<file path="src/rtl/clock_disp_pkg.sv">
// Shared constants for the clock display: digit positions, segment codes and the snapshot record.
// Pure definitions; no latency or flow control involved.
package clock_disp_pkg;

  localparam int NUM_DIGITS = 6;

  localparam logic [2:0] IDX_HOUR_T = 3'd0;
  localparam logic [2:0] IDX_HOUR_U = 3'd1;
  localparam logic [2:0] IDX_MIN_T  = 3'd2;
  localparam logic [2:0] IDX_MIN_U  = 3'd3;
  localparam logic [2:0] IDX_SEC_T  = 3'd4;
  localparam logic [2:0] IDX_SEC_U  = 3'd5;

  // Segment order {dp,g,f,e,d,c,b,a}, active-high
  localparam logic [7:0] SEG_0     = 8'h3F;
  localparam logic [7:0] SEG_1     = 8'h06;
  localparam logic [7:0] SEG_2     = 8'h5B;
  localparam logic [7:0] SEG_3     = 8'h4F;
  localparam logic [7:0] SEG_4     = 8'h66;
  localparam logic [7:0] SEG_5     = 8'h6D;
  localparam logic [7:0] SEG_6     = 8'h7D;
  localparam logic [7:0] SEG_7     = 8'h07;
  localparam logic [7:0] SEG_8     = 8'h7F;
  localparam logic [7:0] SEG_9     = 8'h6F;
  localparam logic [7:0] SEG_DASH  = 8'h40;
  localparam logic [7:0] SEG_BLANK = 8'h00;

  localparam int DP_BIT = 7;

  typedef struct packed {
    logic       set;
    logic [6:0] hour;
    logic [6:0] min;
    logic [6:0] sec;
  } snap_t;

  function automatic logic [7:0] seg_of_digit(input logic [3:0] d);
    case (d)
      4'd0:    return SEG_0;
      4'd1:    return SEG_1;
      4'd2:    return SEG_2;
      4'd3:    return SEG_3;
      4'd4:    return SEG_4;
      4'd5:    return SEG_5;
      4'd6:    return SEG_6;
      4'd7:    return SEG_7;
      4'd8:    return SEG_8;
      4'd9:    return SEG_9;
      default: return SEG_BLANK;
    endcase
  endfunction

endpackage

</file>
<file path="src/rtl/seg7_decode.sv">
// Binary 0..127 to two seven-segment codes (tens, units); values over 99 show a dash on both.
// Purely combinational, zero latency, no flow control.
module seg7_decode
  import clock_disp_pkg::*;
(
  input  logic [6:0] bin_i,
  output logic [7:0] tens_seg,
  output logic [7:0] units_seg
);

  logic [3:0] tens;
  logic [3:0] units;

  always_comb begin
    tens      = 4'(bin_i / 7'd10);
    units     = 4'(bin_i % 7'd10);
    tens_seg  = seg_of_digit(tens);
    units_seg = seg_of_digit(units);
    if (bin_i > 7'd99) begin
      tens_seg  = SEG_DASH;
      units_seg = SEG_DASH;
    end
  end

endmodule

</file>
<file path="src/rtl/clock_display_scan.sv">
// Scans six time digits onto a multiplexed 7-seg tube bus, snapshotting inputs once per frame.
// Output registered one clk behind digit select/snapshot; free-running, no backpressure.
module clock_display_scan
  import clock_disp_pkg::*;
#(
  parameter int SCAN_DIV     = 50000,
  parameter int BLINK_FRAMES = 64
) (
  input  logic        clk,
  input  logic        rst,
  input  logic [6:0]  hour_count,
  input  logic [6:0]  min_count,
  input  logic [6:0]  sec_count,
  input  logic        is_manual_set,
  output logic [10:0] tube_11bit
);

  localparam int SCAN_W  = (SCAN_DIV > 1) ? $clog2(SCAN_DIV) : 1;
  localparam int BLINK_W = (BLINK_FRAMES > 1) ? $clog2(BLINK_FRAMES) : 1;
  localparam logic [SCAN_W-1:0]  SCAN_LAST  = SCAN_W'(SCAN_DIV - 1);
  localparam logic [BLINK_W-1:0] BLINK_LAST = BLINK_W'(BLINK_FRAMES - 1);

  logic [SCAN_W-1:0]  scan_cnt_q, scan_cnt_d;
  logic [2:0]         digit_idx_q, digit_idx_d;
  snap_t              snap_q, snap_d;
  logic [BLINK_W-1:0] blink_cnt_q, blink_cnt_d;
  logic               blink_phase_q, blink_phase_d;
  logic [10:0]        tube_q, tube_d;

  logic [7:0] hour_t_seg, hour_u_seg, min_t_seg, min_u_seg, sec_t_seg, sec_u_seg;
  logic [7:0] seg;
  logic       scan_done;
  logic       frame_wrap;

  seg7_decode u_dec_hour (.bin_i(snap_q.hour), .tens_seg(hour_t_seg), .units_seg(hour_u_seg));
  seg7_decode u_dec_min  (.bin_i(snap_q.min),  .tens_seg(min_t_seg),  .units_seg(min_u_seg));
  seg7_decode u_dec_sec  (.bin_i(snap_q.sec),  .tens_seg(sec_t_seg),  .units_seg(sec_u_seg));

  always_comb begin
    scan_done     = (scan_cnt_q == SCAN_LAST);
    frame_wrap    = scan_done && (digit_idx_q == IDX_SEC_U);
    scan_cnt_d    = scan_done ? '0 : scan_cnt_q + SCAN_W'(1);
    digit_idx_d   = digit_idx_q;
    snap_d        = snap_q;
    blink_cnt_d   = blink_cnt_q;
    blink_phase_d = blink_phase_q;

    if (scan_done) begin
      digit_idx_d = (digit_idx_q == IDX_SEC_U) ? 3'd0 : digit_idx_q + 3'd1;
    end

    // Snapshot and blink bookkeeping only move at frame boundaries so a frame never tears
    if (frame_wrap) begin
      snap_d = '{set: is_manual_set, hour: hour_count, min: min_count, sec: sec_count};
      if (blink_cnt_q == BLINK_LAST) begin
        blink_cnt_d   = '0;
        blink_phase_d = ~blink_phase_q;
      end else begin
        blink_cnt_d = blink_cnt_q + BLINK_W'(1);
      end
    end

    case (digit_idx_q)
      IDX_HOUR_T: seg = hour_t_seg;
      IDX_HOUR_U: seg = hour_u_seg;
      IDX_MIN_T:  seg = min_t_seg;
      IDX_MIN_U:  seg = min_u_seg;
      IDX_SEC_T:  seg = sec_t_seg;
      IDX_SEC_U:  seg = sec_u_seg;
      default:    seg = SEG_BLANK;
    endcase

    if (digit_idx_q == IDX_HOUR_U || digit_idx_q == IDX_MIN_U) begin
      seg[DP_BIT] = 1'b1;
    end

    if (snap_q.set && blink_phase_q && digit_idx_q <= IDX_MIN_U) begin
      seg = SEG_BLANK;
    end

    tube_d = {digit_idx_q, seg};
  end

  always_ff @(posedge clk or negedge rst) begin
    if (!rst) begin
      scan_cnt_q    <= '0;
      digit_idx_q   <= '0;
      snap_q        <= '0;
      blink_cnt_q   <= '0;
      blink_phase_q <= 1'b0;
      tube_q        <= '0;
    end else begin
      scan_cnt_q    <= scan_cnt_d;
      digit_idx_q   <= digit_idx_d;
      snap_q        <= snap_d;
      blink_cnt_q   <= blink_cnt_d;
      blink_phase_q <= blink_phase_d;
      tube_q        <= tube_d;
    end
  end

  assign tube_11bit = tube_q;

endmodule

</file>
<file path="config.mk">
export PLATFORM = sky130hd
export DESIGN_NAME = clock_display_scan
export DESIGN_NICKNAME = d
export VERILOG_FILES = /design/src/rtl/clock_disp_pkg.sv /design/src/rtl/seg7_decode.sv /design/src/rtl/clock_display_scan.sv
export SDC_FILE = /design/constraint.sdc
export NUM_CORES = 1
export LEC_CHECK = 0
export CAP_MARGIN = 40
export CORE_MARGIN = 3
export CORE_UTILIZATION = 34
export DETAILED_ROUTE_END_ITERATION = 7
export DONT_BUFFER_PORTS = 1
export SKIP_LAST_GASP = 1
export SLEW_MARGIN = 20
export SYNTH_ARGS = -nofsm -noshare
export SYNTH_HDL_FRONTEND = slang
export SYNTH_HIERARCHICAL = 1
export SYNTH_SLANG_ARGS = --single-unit
</file>
<file path="constraint.sdc">
create_clock -name clk -period 4.6 [get_ports clk]
set_clock_uncertainty 0.2 [all_clocks]
set_input_delay 1.38 -clock clk [delete_from_list [all_inputs] [get_ports clk]]
set_output_delay 1.38 -clock clk [all_outputs]
set_load 0.05 [all_outputs]
</file>
==> impl_results.html <==
<table>
<tr><th>Metric</th><th>Value</th></tr>
<tr><th colspan="2">Outcome</th></tr>
<tr><td>Status</td><td>complete, no violations</td></tr>
<tr><th colspan="2">Logic synthesis</th></tr>
<tr><td>Mean post-synth cell area</td><td>8.78 um2</td></tr>
<tr><td>Synthesized instance count</td><td>between 600 and 700</td></tr>
<tr><td>Number of warnings printed during yosys synthesis</td><td>6</td></tr>
<tr><td>Combined area of all synthesized cells</td><td>approximately 5900 um2</td></tr>
<tr><th colspan="2">Drt</th></tr>
<tr><td>Wire length per cell</td><td>~15 um</td></tr>
<tr><td>Iteration-0 DRC count of the detailed router</td><td>334</td></tr>
<tr><td>Remaining design rule violation count</td><td>0</td></tr>
<tr><td>Detailed-routing iteration count for the pre-antenna-repair pass</td><td>4</td></tr>
<tr><td>Antenna-violating nets left</td><td>0</td></tr>
<tr><td>Sum of routed wire length over all layers</td><td>~14000 um</td></tr>
<tr><td>Via count normalized by instance count</td><td>5.52</td></tr>
<tr><td>Number of vias in the routed layout</td><td>between 4k and 5k</td></tr>
<tr><th colspan="2">Worst setup path</th></tr>
<tr><td>Setup CP Type</td><td>flop to flop</td></tr>
<tr><td>Req. time, crit path</td><td>around 4.6 ns</td></tr>
<tr><td>Highest net fanout along the worst path</td><td>9</td></tr>
<tr><td>Critical Path Sink Type</td><td>flop</td></tr>
<tr><td>Startpoint Class</td><td>flop</td></tr>
<tr><td>Data arrival time of the critical path</td><td>~4.3 ns</td></tr>
<tr><th colspan="2">Floorplanning</th></tr>
<tr><td>Std-Cell Core Area</td><td>around 17000 um2</td></tr>
<tr><td>Initial Utilization</td><td>0.352</td></tr>
<tr><td>Total Die Area</td><td>~19000 um2</td></tr>
<tr><td>Horizontal die dimension</td><td>~140 um</td></tr>
<tr><td>Count of standard-cell rows</td><td>between 40 and 50</td></tr>
<tr><td>Top-level port count</td><td>35</td></tr>
<tr><td>Vertical die dimension</td><td>approximately 140 um</td></tr>
<tr><th colspan="2">STA</th></tr>
<tr><td>Transition time at the pin with the least slew margin</td><td>~0.74 ns</td></tr>
<tr><td>Maximum clock frequency</td><td>0.235 GHz</td></tr>
<tr><td>Final Max Slew Viols</td><td>0</td></tr>
<tr><td>Portion of the clock cycle consumed by the worst path in the final layout</td><td>0.926</td></tr>
<tr><td>Final Hold Vio Count</td><td>0</td></tr>
<tr><td>RSZ-0062 raised after global routing</td><td>false</td></tr>
<tr><td>Total negative slack</td><td>0 ns</td></tr>
<tr><td>Relative slew margins</td><td>0.505</td></tr>
<tr><td>Clock period minus final worst setup slack</td><td>between 4 and 5 ns</td></tr>
<tr><td>Hold_ws</td><td>roughly 0.26 ns</td></tr>
<tr><td>Setup Viol. Count Final</td><td>0</td></tr>
<tr><th colspan="2">Placement</th></tr>
<tr><td>Detailed placement HPWL</td><td>between 9000 and 10000 um</td></tr>
<tr><td>Buffers on Ports</td><td>0</td></tr>
<tr><td>Final GP Congestion</td><td>~0.85</td></tr>
<tr><td>Number of instances in the placed design</td><td>between 800 and 900</td></tr>
<tr><th colspan="2">Layout</th></tr>
<tr><td>Area added between synthesis and finish</td><td>9.49%</td></tr>
<tr><td>Layout cells sized above 1</td><td>0.195</td></tr>
<tr><td>Filler-free cell count of the finished design</td><td>around 890</td></tr>
<tr><td>Number of diodes</td><td>0</td></tr>
<tr><td>Post-layout utilization of the core</td><td>0.385</td></tr>
<tr><td>Layout Nets</td><td>approximately 720</td></tr>
<tr><th colspan="2">Clock tree</th></tr>
<tr><td>Insertion delay to the later sink of the worst-skew pair</td><td>0.33 ns</td></tr>
<tr><td>Clock edge transition at the registers on the reported setup and hold paths</td><td>0.06 ns</td></tr>
<tr><td>Number of hold-repair buffers added at the cts stage</td><td>0</td></tr>
<tr><td>TritonCTS clock tree</td><td>yes</td></tr>
<tr><td>Inserted Clock Buffers</td><td>9</td></tr>
<tr><td>Longest Clk Path Bufs</td><td>2</td></tr>
<tr><td>Buffer cell driving the clock tree root</td><td>clkbuf_16</td></tr>
<tr><td>Maximum level of the CTS H-tree</td><td>3</td></tr>
<tr><td>Clock sinks</td><td>~60</td></tr>
<tr><th colspan="2">Min path</th></tr>
<tr><td>Path class of the lowest-slack min-delay path</td><td>flop to flop</td></tr>
<tr><th colspan="2">Global routing</th></tr>
<tr><td>Residual overflow from global routing</td><td>0</td></tr>
<tr><td>Number of global-route vias before repair</td><td>~4.6k</td></tr>
<tr><td>Largest net degree at the start of global routing</td><td>60</td></tr>
<tr><td>Number of antenna violations at the first check in global routing</td><td>0</td></tr>
<tr><td>Wire length of the first global-routing pass</td><td>about 23000 um</td></tr>
<tr><td>Global-route usage over all layers</td><td>0.148</td></tr>
<tr><th colspan="2">Power and ir drop</th></tr>
<tr><td>Leakage</td><td>around 2.7 nW</td></tr>
<tr><td>Sum of internal, switching and leakage power</td><td>1.89 mW</td></tr>
<tr><td>Areal power density over the cells</td><td>292 nW/um2</td></tr>
<tr><td>Worst IR drop on VDD</td><td>250 uV</td></tr>
<tr><th colspan="2">Flow run</th></tr>
<tr><td>Max Cap Violations</td><td>0</td></tr>
</table>
-- stage by stage --
stage / worst slack (ns) / instance area (um2)
after floorplan: 0.278 / 5900
after global placement: 0.0977 / 6060
after detailed placement: 0.108 / 6060
after CTS: 0.0744 / 6380
after global routing: 0.00731 / 6450
final: 0.338 / 6450
-- power by group --
| part | internal [mW] | leakage [nW] | switching (mW) | total [mW] |
|---|---|---|---|---|
| clock | 0.492 | 0.156 | 0.256 | 0.748 |
| sequential | 0.540 | 0.735 | 0.0689 | 0.609 |
| combinational | 0.237 | 1.82 | 0.291 | 0.529 |
-- area by class of cell --
type                       count  area (um2)
clock buffer                  11         243
multi-input combinational    534        4000
timing repair buffer          31         233
fill                        1694       10300
sequential                    59        1480
clock inverter                 5        85.1
tap                          220         275
inverter                      32         130
-- worst max-delay path: stages (launching register included) --
cell and delay (ns):
dfrtp_1 0.46, nor2b_2 0.25, xnor2_1 0.08, a22oi_1 0.16
o21a_2 0.22, ha_1 0.17, or4b_2 0.58, o2111ai_1 0.11
o21ai_0 0.14, and3_1 0.23, buf_4 0.18, inv_6 0.08
mux2_4 0.32, and3_1 0.18, a311o_1 0.32, a222oi_1 0.31
a31oi_1 0.13
-- worst paths after layout --
check / from / to / slack [ns] / cells past startpoint
max: snap_q[19]$_DFFE_PN0P_ / tube_11bit[5]$_DFF_PN0_ / 0.34 / 16
min: blink_cnt_q[4]$_DFFE_PN0P_ / blink_cnt_q[4]$_DFFE_PN0P_ / 0.26 / 1
max reg2reg: snap_q[19]$_DFFE_PN0P_ / tube_11bit[5]$_DFF_PN0_ / 0.34 / 16
min reg2reg: blink_cnt_q[4]$_DFFE_PN0P_ / blink_cnt_q[4]$_DFFE_PN0P_ / 0.26 / 1
max in group asynchronous: rst / snap_q[4]$_DFFE_PN0P_ / 3.54 / 0
min in group asynchronous: rst / snap_q[8]$_DFFE_PN0P_ / 0.54 / 0
-- layout by cell type, fill, tap and decap left out, types with 9 or more instances in the layout --
cell type,count
xor2_1,15
ha_1,32
mux2_2,31
xnor2_1,14
a21oi_1,26
a22oi_1,12
a31oi_1,13
dfrtp_1,54
nor2_1,37
clkbuf_16,9
inv_1,28
nor2b_1,12
nand3_1,17
o21ai_0,26
buf_4,31
nand2_1,45
nand2b_1,25
and3_1,14
nand4_1,9
nor3_1,10
-- registers in the layout, indices dropped and copies added (netlist names) --
register / cells
blink_phase_q: 1
digit_idx_q: 3
snap_q: 22
scan_cnt_q: 16
blink_cnt_q: 6
tube_11bit: 11
-- per-layer routing --
metal | global-route usage | vias to the layer above | wire length (um)
met5 | 0 | - | 0
met4 | 0.0438 | 0 | 230
met3 | 0.0362 | 16 | 446
met2 | 0.225 | 67 | 6050
met1 | 0.206 | 2356 | 6910
li1 | - | 2481 | -
-- what timing repair did --
item / 4_1_cts / 5_1_grt
resized for setup: 0 / 19
setup buffers: 0 / 1
setup endpoints to repair: 0 / 7
No activity file was read; power rests on OpenSTA's default activity.
